===== src/rtl/rom_seq_ctrl_pkg.sv =====
// Shared decode constants and state/opcode types for the command ROM sequencer.
package seq_pkg;

    typedef enum logic [1:0] {
        OP_WRITE = 2'b00,
        OP_DELAY = 2'b01,
        OP_WAIT  = 2'b10,
        OP_END   = 2'b11
    } op_e;

    typedef enum logic [2:0] {
        S_IDLE,
        S_FETCH,
        S_EXEC,
        S_WRITE,
        S_DELAY,
        S_WAIT
    } state_e;

    localparam int unsigned OP_MSB      = 12;
    localparam int unsigned OP_LSB      = 11;
    localparam int unsigned FIELD_MSB   = 10;
    localparam int unsigned FIELD_LSB   = 0;
    localparam int unsigned FIELD_W     = FIELD_MSB - FIELD_LSB + 1;
    localparam int unsigned RADDR_MSB   = 10;
    localparam int unsigned RADDR_LSB   = 8;
    localparam int unsigned WDATA_MSB   = 7;
    localparam int unsigned WDATA_LSB   = 0;
    localparam int unsigned EVT_IDX_MSB = 2;
    localparam int unsigned EVT_IDX_LSB = 0;

    function automatic op_e decode_op(input logic [OP_MSB:0] word);
        return op_e'(word[OP_MSB:OP_LSB]);
    endfunction

endpackage


===== src/rtl/rom_seq_ctrl.sv =====
// Walks the command ROM from a start address, turning each word into a bus
// write, a delay, an event wait or end-of-program.
module rom_seq_ctrl
    import seq_pkg::*;
#(
    parameter int unsigned ROM_DEPTH   = 16,
    parameter int unsigned DATA_WIDTH  = 13,
    parameter int unsigned EVT_TIMEOUT = 1024
) (
    input  logic                  clk_i,
    input  logic                  rst_i,
    input  logic                  start_i,
    input  logic [31:0]           start_addr_i,
    input  logic                  abort_i,
    output logic                  busy_o,
    output logic                  done_o,
    output logic                  err_o,
    output logic [31:0]           rom_addr_o,
    output logic                  rom_rden_o,
    input  logic [DATA_WIDTH-1:0] rom_data_i,
    output logic                  bus_valid_o,
    input  logic                  bus_ready_i,
    output logic [2:0]            bus_addr_o,
    output logic [7:0]            bus_data_o,
    input  logic [7:0]            event_i
);

    localparam int unsigned AW = (ROM_DEPTH > 1) ? $clog2(ROM_DEPTH) : 1;
    localparam int unsigned TW = (EVT_TIMEOUT > 1) ? $clog2(EVT_TIMEOUT) : 1;
    localparam logic [AW-1:0] PC_LAST = AW'(ROM_DEPTH - 1);
    localparam logic [TW-1:0] T_LAST  = TW'(EVT_TIMEOUT - 1);

    state_e               state_q;
    logic [AW-1:0]        pc_q;
    logic [AW-1:0]        pc_d;
    logic [FIELD_W-1:0]   dly_q;
    logic [TW-1:0]        tmo_q;
    logic [2:0]           idx_q;
    logic                 abort_pend_q;
    logic                 busy_q;
    logic                 done_q;
    logic                 err_q;
    logic                 rden_q;
    logic [AW-1:0]        rom_addr_q;
    logic                 bus_valid_q;
    logic [2:0]           bus_addr_q;
    logic [7:0]           bus_data_q;

    op_e                  op_w;
    logic [FIELD_W-1:0]   field_w;
    logic                 advance;
    logic                 unused_addr_bits;

    assign unused_addr_bits = ^start_addr_i[31:AW];

    assign busy_o      = busy_q;
    assign done_o      = done_q;
    assign err_o       = err_q;
    assign rom_rden_o  = rden_q;
    assign rom_addr_o  = {{(32 - AW){1'b0}}, rom_addr_q};
    assign bus_valid_o = bus_valid_q;
    assign bus_addr_o  = bus_addr_q;
    assign bus_data_o  = bus_data_q;

    always_comb begin
        op_w    = decode_op(rom_data_i[OP_MSB:0]);
        field_w = rom_data_i[FIELD_MSB:FIELD_LSB];
        pc_d    = pc_q + 1'b1;
    end

    // Every instruction that completes normally funnels through one advance
    // request so the PC-overflow check lives in a single place.
    always_comb begin
        advance = 1'b0;
        case (state_q)
            S_EXEC:  advance = !abort_i && (op_w == OP_DELAY) && (field_w == '0);
            S_WRITE: advance = bus_ready_i && !abort_pend_q && !abort_i;
            S_DELAY: advance = !abort_i && (dly_q == FIELD_W'(1));
            S_WAIT:  advance = !abort_i && event_i[idx_q];
            default: advance = 1'b0;
        endcase
    end

    always_ff @(posedge clk_i or posedge rst_i) begin
        if (rst_i) begin
            state_q      <= S_IDLE;
            pc_q         <= '0;
            dly_q        <= '0;
            tmo_q        <= '0;
            idx_q        <= '0;
            abort_pend_q <= 1'b0;
            busy_q       <= 1'b0;
            done_q       <= 1'b0;
            err_q        <= 1'b0;
            rden_q       <= 1'b0;
            rom_addr_q   <= '0;
            bus_valid_q  <= 1'b0;
            bus_addr_q   <= '0;
            bus_data_q   <= '0;
        end else begin
            done_q     <= 1'b0;
            err_q      <= 1'b0;
            rden_q     <= 1'b0;
            rom_addr_q <= '0;

            case (state_q)
                S_IDLE: begin
                    if (start_i) begin
                        pc_q         <= start_addr_i[AW-1:0];
                        rom_addr_q   <= start_addr_i[AW-1:0];
                        rden_q       <= 1'b1;
                        busy_q       <= 1'b1;
                        abort_pend_q <= 1'b0;
                        state_q      <= S_FETCH;
                    end
                end

                S_FETCH: begin
                    if (abort_i) begin
                        busy_q  <= 1'b0;
                        state_q <= S_IDLE;
                    end else begin
                        state_q <= S_EXEC;
                    end
                end

                S_EXEC: begin
                    if (abort_i) begin
                        busy_q  <= 1'b0;
                        state_q <= S_IDLE;
                    end else begin
                        case (op_w)
                            OP_WRITE: begin
                                bus_addr_q  <= field_w[RADDR_MSB:RADDR_LSB];
                                bus_data_q  <= field_w[WDATA_MSB:WDATA_LSB];
                                bus_valid_q <= 1'b1;
                                state_q     <= S_WRITE;
                            end
                            OP_DELAY: begin
                                if (field_w != '0) begin
                                    dly_q   <= field_w;
                                    state_q <= S_DELAY;
                                end
                            end
                            OP_WAIT: begin
                                tmo_q   <= '0;
                                idx_q   <= field_w[EVT_IDX_MSB:EVT_IDX_LSB];
                                state_q <= S_WAIT;
                            end
                            OP_END: begin
                                done_q  <= 1'b1;
                                busy_q  <= 1'b0;
                                state_q <= S_IDLE;
                            end
                            default: state_q <= S_IDLE;
                        endcase
                    end
                end

                S_WRITE: begin
                    // An abort seen while stalled waits for the handshake.
                    if (bus_ready_i) begin
                        bus_valid_q <= 1'b0;
                        if (abort_pend_q || abort_i) begin
                            abort_pend_q <= 1'b0;
                            busy_q       <= 1'b0;
                            state_q      <= S_IDLE;
                        end
                    end else if (abort_i) begin
                        abort_pend_q <= 1'b1;
                    end
                end

                S_DELAY: begin
                    if (abort_i) begin
                        busy_q  <= 1'b0;
                        state_q <= S_IDLE;
                    end else begin
                        dly_q <= dly_q - 1'b1;
                    end
                end

                S_WAIT: begin
                    if (abort_i) begin
                        busy_q  <= 1'b0;
                        state_q <= S_IDLE;
                    end else if (!event_i[idx_q]) begin
                        if (tmo_q == T_LAST) begin
                            err_q   <= 1'b1;
                            busy_q  <= 1'b0;
                            state_q <= S_IDLE;
                        end else begin
                            tmo_q <= tmo_q + 1'b1;
                        end
                    end
                end

                default: state_q <= S_IDLE;
            endcase

            if (advance) begin
                if (pc_q == PC_LAST) begin
                    err_q   <= 1'b1;
                    busy_q  <= 1'b0;
                    state_q <= S_IDLE;
                end else begin
                    pc_q       <= pc_d;
                    rom_addr_q <= pc_d;
                    rden_q     <= 1'b1;
                    state_q    <= S_FETCH;
                end
            end
        end
    end

endmodule


===== config.mk =====
export PLATFORM = sky130hd
export DESIGN_NAME = rom_seq_ctrl
export DESIGN_NICKNAME = d
export VERILOG_FILES = /design/src/rtl/rom_seq_ctrl_pkg.sv /design/src/rtl/rom_seq_ctrl.sv
export SDC_FILE = /design/constraint.sdc
export NUM_CORES = 1
export LEC_CHECK = 0
export ABC_CLOCK_PERIOD_IN_PS = 3100
export CAP_MARGIN = 25
export CORE_ASPECT_RATIO = 1.5
export CORE_MARGIN = 2
export CORE_UTILIZATION = 35
export DETAILED_ROUTE_END_ITERATION = 7
export SLEW_MARGIN = 10
export SYNTH_ARGS = -nofsm -noshare
export SYNTH_HDL_FRONTEND = slang
export SYNTH_SLANG_ARGS = --single-unit
export TNS_END_PERCENT = 20

===== constraint.sdc =====
create_clock -name clk_i -period 3.1 [get_ports clk_i]
set_clock_uncertainty 0.15 [all_clocks]
set_input_delay 0.62 -clock clk_i [delete_from_list [all_inputs] [get_ports clk_i]]
set_output_delay 0.62 -clock clk_i [all_outputs]
set_load 0.01 [all_outputs]

# ---- Word-level counts from Yosys, hierarchy flattened
# Cells that the tools add are included.
dict set report totals {
  latch_bits 0
  inputBits 58
  output_inout_bits 48
  reg_bits 52
  n_memories 0
  word_cells 145
  mem_bits_rw 0
  rom_bits 0
}
dict set report classes {
  n_reduce_logical 25
  n_addsub 3
  mux 70
  multipliers 0
  magnitude_cmp 1
  eq_ne 31
  bitwise_logic 1
  shifts 0
  div_mod_pow 0
}
# operator count
set op_table {}
lappend op_table {{$mux W10} 5}
lappend op_table {{$mux W11} 4}
lappend op_table {{$mux W1} 33}
lappend op_table {{$mux W4} 8}
lappend op_table {{$mux W3} 10}
lappend op_table {{$pmux W11 S2} 1}
lappend op_table {{$pmux W10 S2} 1}
lappend op_table {{$ne A2 B2 Y1 const B} 9}
lappend op_table {{$ne A3 B3 Y1 const B} 6}
lappend op_table {{$pmux W3 S6} 1}
lappend op_table {{$pmux W3 S4} 1}
lappend op_table {{$eq A11 B1 Y1 const B} 1}
lappend op_table {{$logic_not A11 Y1} 1}
lappend op_table {{$reduce_bool A11 Y1} 1}
lappend op_table {{$sub A11 B1 Y11 const B} 1}
lappend op_table {{$add A10 B1 Y10 const B} 1}
lappend op_table {{$eq A10 B10 Y1 const B} 1}
lappend op_table {{$ne A4 B4 Y1 const B} 2}
lappend op_table {{$reduce_and A4 Y1} 2}
lappend op_table {{$reduce_bool A2 Y1} 4}
lappend op_table {{$reduce_and A7 Y1} 1}
lappend op_table {{$eq A3 B2 Y1 const B} 2}
lappend op_table {{$eq A3 B3 Y1 const B} 2}
lappend op_table {{$logic_and A1 B1 Y1} 6}
lappend op_table {{other kinds (22)} 27}

# ---- Logic depth before layout (Yosys ltp)
dict set report logic_depth {
  word_depth 7
  mapped_depth 8
  ltp_nobuf 7
}

# ---- Worst setup path before layout
# Ideal clock, no wire load.
dict set report synth_timing {
  kind {input port to flip-flop}
  from {input port event_i[5]}
  to {register pc_q[0]}
  required_time_ns 2.830
  setup_time_ns 0.120
  arrival_time_ns 1.988
  cell_stages 5
  setup_slack_ns 0.842
  cell_sequence {mux4_2 mux2i_2 o2111ai_4 a32o_1 a31o_1}
}
dict set report synth_via {
  elab_chain_len 5
}
# element line
set synth_lines {}
lappend synth_lines {{start, declared} rom_seq_ctrl.sv:25} ;# input logic [7:0] event_i
lappend synth_lines {{$bmux W1 S3} rom_seq_ctrl.sv:79} ;# S_WAIT: advance = !abort_i && event_i[idx_q];
lappend synth_lines {{$mux W1 (implied by the code)} rom_seq_ctrl.sv:79}
lappend synth_lines {{$logic_and A1 B1 Y1} rom_seq_ctrl.sv:79}
lappend synth_lines {{$pmux W1 S4} rom_seq_ctrl.sv:75} ;# case (state_q)
lappend synth_lines {{$mux W4} rom_seq_ctrl.sv:201} ;# if (advance) begin
lappend synth_lines {{end signal, assigned} rom_seq_ctrl.sv:109} ;# pc_q <= start_addr_i[AW-1:0];
lappend synth_lines {{end signal, assigned} rom_seq_ctrl.sv:207} ;# pc_q <= pc_d;
lappend synth_lines {{end, declared} rom_seq_ctrl.sv:34} ;# logic [AW-1:0] pc_q;
# Every way passes these cells. The select of a mux whose other input is x is not followed.
# A chain may end at the register's enable or synchronous reset.

# ---- Worst setup path after layout
dict set report layout_timing {
  from {input port event_i[5]}
  to {register pc_q[1]}
}
# The elaborated chain is that of the path after synthesis.

==> summary.txt <==
Run status
  • Status: completed

CTS
  • Cts hold-fix bufs: 0
  • CTS tree: yes
  • Root Buffer: clkbuf_16
  • Num CTS Buffers: 5
  • Clk sinks: 52
  • Worst-path clk slew: 70 ps
  • H-tree depth: 2
  • Clk buf depth: 2
  • Worst skew pair latency: 290 ps
  • Post-CTS Setup Inserts: 0
  • Resize count post-CTS: 0

Worst setup path
  • Cell family contributing the most delay on the critical path: multiplexers
  • Worst endpoint data arrival time: 2590 ps
  • Reg2Reg Depth: 5
  • Critical Path Fanout Max: 10
  • Crit-path slowest cell: mux4_2
  • CP cell instances: clkdlybuf4s50_1 -> mux4_2 -> mux2i_2 -> o2111ai_4 -> a32o_1 -> a31o_1
  • CP bufs+invs: 1
  • Worst endpoint required time: 3140 ps
  • Critical path startpoint category: primary input
  • Setup CP Type: primary input to flip-flop
  • CP Capture Type: flip-flop
  • CP Depth: 6
  • Delay of the slowest critical-path stage: 500 ps

Place
  • # port buffers: a little under 50
  • Post-Place Cells: 478
  • HPWL after DPL: 4.95 mm
  • Post-DP Area: 3620 um2
  • Routability-driven placement congestion ratio: 0.790

Die
  • Std-Cell Rows: 41
  • Die W: 80.5 um
  • Num ports: 106
  • Initial Util: 36.3%
  • Core ar.: 8460 um2
  • Die H: ~120 um
  • Die area: 9570 um2

Global route
  • Grt total ovfl: 0
  • Initial antenna violation count: 0
  • Largest net degree at the start of global routing: 30
  • First-pass GRT wire length: 11.4 mm
  • Total global-route track usage: 15.0%
  • Vias in the first global route: 2438

STA
  • Relative slew slack: 50.3%
  • RSZ-0062 raised after global routing: false
  • Setup TNS: 0 ps
  • Final hold vios: 0
  • Fin crit share: 82.3%
  • Worst slew pin tran: 743 ps
  • Count of final max-slew check failures: 0
  • Fin crit period: 2550 ps
  • Setup violators final: 0
  • Max Fclk: ~390 MHz

Drt
  • DR iter-0 viols: 181
  • Routed vias: 2477
  • First-pass DRT Iterations: 4
  • Wirelength per Cell: 13.9 um
  • Final WL: 6.73 mm
  • DRC: 0
  • Vias per inst: 5.11
  • Final ANT Viol Nets: 0

Power and ir drop
  • Power Density: ~760 nW/um2
  • Static Leak: 1.63 nW
  • Overall Power: 2.90 mW
  • Peak VDD IR: 0.327 mV

Synth
  • Avg Cell Area, Syn: 9.43 um2
  • Synth warnings: 0
  • EDFF count, synth: 0
  • Synth cell types: 54
  • Post-Syn Area: about 3000 um2
  • Gate Count Post-Synth: 326
  • Asr flop ratio synth: 100%
  • Register bit total from synthesis: 52
  • Seq/Total Area, Yosys: 42.3%
  • Synth Flop Type: dfrtp_1

Finish
  • Final Non-Filler Cells: 485
  • Fin nets: 444
  • Share of cells above drive strength 1: between 10% and 20%
  • FILL cells: roughly 820
  • Cell area after layout: around 3800 um2
  • Finished Core Util: around 45%
  • Antenna cells: 0
  • Area Overhead vs Synth: 23.8%

Min path
  • Hold Crit Depth: 2
  • Worst min path class: flip-flop to flip-flop

Run
  • Maxcap violations: 0
-- cells in the final DEF (no fill, tap or decap), types with 3 or more instances in the layout --
cell,instances
dfrtp_1,52
clkdlybuf4s50_1,49
nand2_1,33
nor2_1,33
conb_1,28
o21ai_0,24
nor4_1,13
a21oi_1,13
nand3_1,13
mux2_2,11
inv_1,9
nor3_1,9
xnor2_1,8
ha_1,8
buf_4,8
clkbuf_16,5
nor3b_1,4
nand2b_1,3
nand4_1,3
and2_1,3
a31o_1,3
-- worst min-delay path, stage by stage, from the launching register on --
cell	delay (ps)
dfrtp_1	370
nand2_1	60
nand2_1	50
-- power breakdown --
| part | internal, mW | switching, mW | total [mW] |
|---|---|---|---|
| registers | 0.923 | 0.261 | 1.18 |
| logic | 0.549 | 0.460 | 1.01 |
| clock network | 0.458 | 0.244 | 0.703 |
| total | 1.93 | 0.965 | 2.90 |
-- routing by layer --
metal	wire [um]	vias up	global-route usage [%]	part of all wire, %
met3	237	8	2.44	3.5
met2	3310	60	24.2	49
met1	3060	1204	20.2	45
met4	126	0	5.19	1.9
li1	-	1205	-	-
met5	0	-	0	0
-- registers in the layout (all words and copies together), names as in the netlist --
signal        count
bus_addr_o        3
err_o             1
abort_pend_q      1
state_q           3
rom_addr_q        4
tmo_q            10
bus_data_o        8
pc_q              4
dly_q            11
done_o            1
bus_valid_o       1
busy_o            1
rom_rden_o        1
idx_q             3
-- worst paths after layout --
check / slack [ps] / end / from
worst min register to register: 360 / bus_valid_o / bus_valid_o
max in group asynchronous: 1710 / dly_q[2] / rst_i
min in group asynchronous: 540 / rom_addr_q[1] / rst_i
worst min-delay path: 360 / bus_valid_o / bus_valid_o
worst max-delay path: 550 / pc_q[1] / event_i[5]
worst max register to register: 800 / pc_q[1] / idx_q[0]
-- cell type report --
type | instances | area (um2) | area share, %
Clock buffer | 5 | 125 | 3.29
Clock inverter | 2 | 60.1 | 1.58
Inverter | 10 | 37.5 | 0.986
Multi-Input combinational cell | 251 | 1580 | 41.5
Sequential cell | 52 | 1300 | 34.2
Tap cell | 107 | 134 | 3.52
Timing Repair Buffer | 58 | 571 | 15.0
-- through the flow --
step                      hold slack (ps)  worst slack (ps)
after global placement                341               243
after CTS                             365               514
after detailed placement              349               204
final                                 357               548
after global routing                  377               397
after floorplan                       327               842
-- cell usage after synthesis (3+ instances only) --
| library cell | n | share of area (%) |
|---|---|---|
| nor2_1 | 33 | 4.0 |
| mux2_2 | 11 | 4.0 |
| xnor2_1 | 8 | 2.3 |
| inv_1 | 10 | 1.2 |
| o21ai_0 | 24 | 3.9 |
| ha_1 | 8 | 3.3 |
| a21oi_1 | 13 | 2.1 |
| dfrtp_1 | 52 | 42 |
| nor3b_1 | 4 | 0.98 |
| nand2_1 | 33 | 4.0 |
| nor4_1 | 13 | 2.6 |
| clkbuf_1 | 10 | 1.2 |
| buf_4 | 28 | 6.8 |
| nand3_1 | 13 | 2.1 |
| and2_1 | 3 | 0.61 |
| a31o_1 | 3 | 0.85 |
| nor3_1 | 9 | 1.5 |
| nand2b_1 | 3 | 0.61 |
| nand4_1 | 3 | 0.61 |
-- logic make-up after synthesis --
kind of cell	Yosys count	share of synthesized area [%]
fa+ha+maj	8	3.25
compound gates	63	14.2
simple gates	126	20.9
mux	16	6.75
other cells	1	0.122
buf+inv	50	9.60
xor+xnor	10	2.85
flops	52	42.3
No activity file was read; power rests on OpenSTA's default activity.
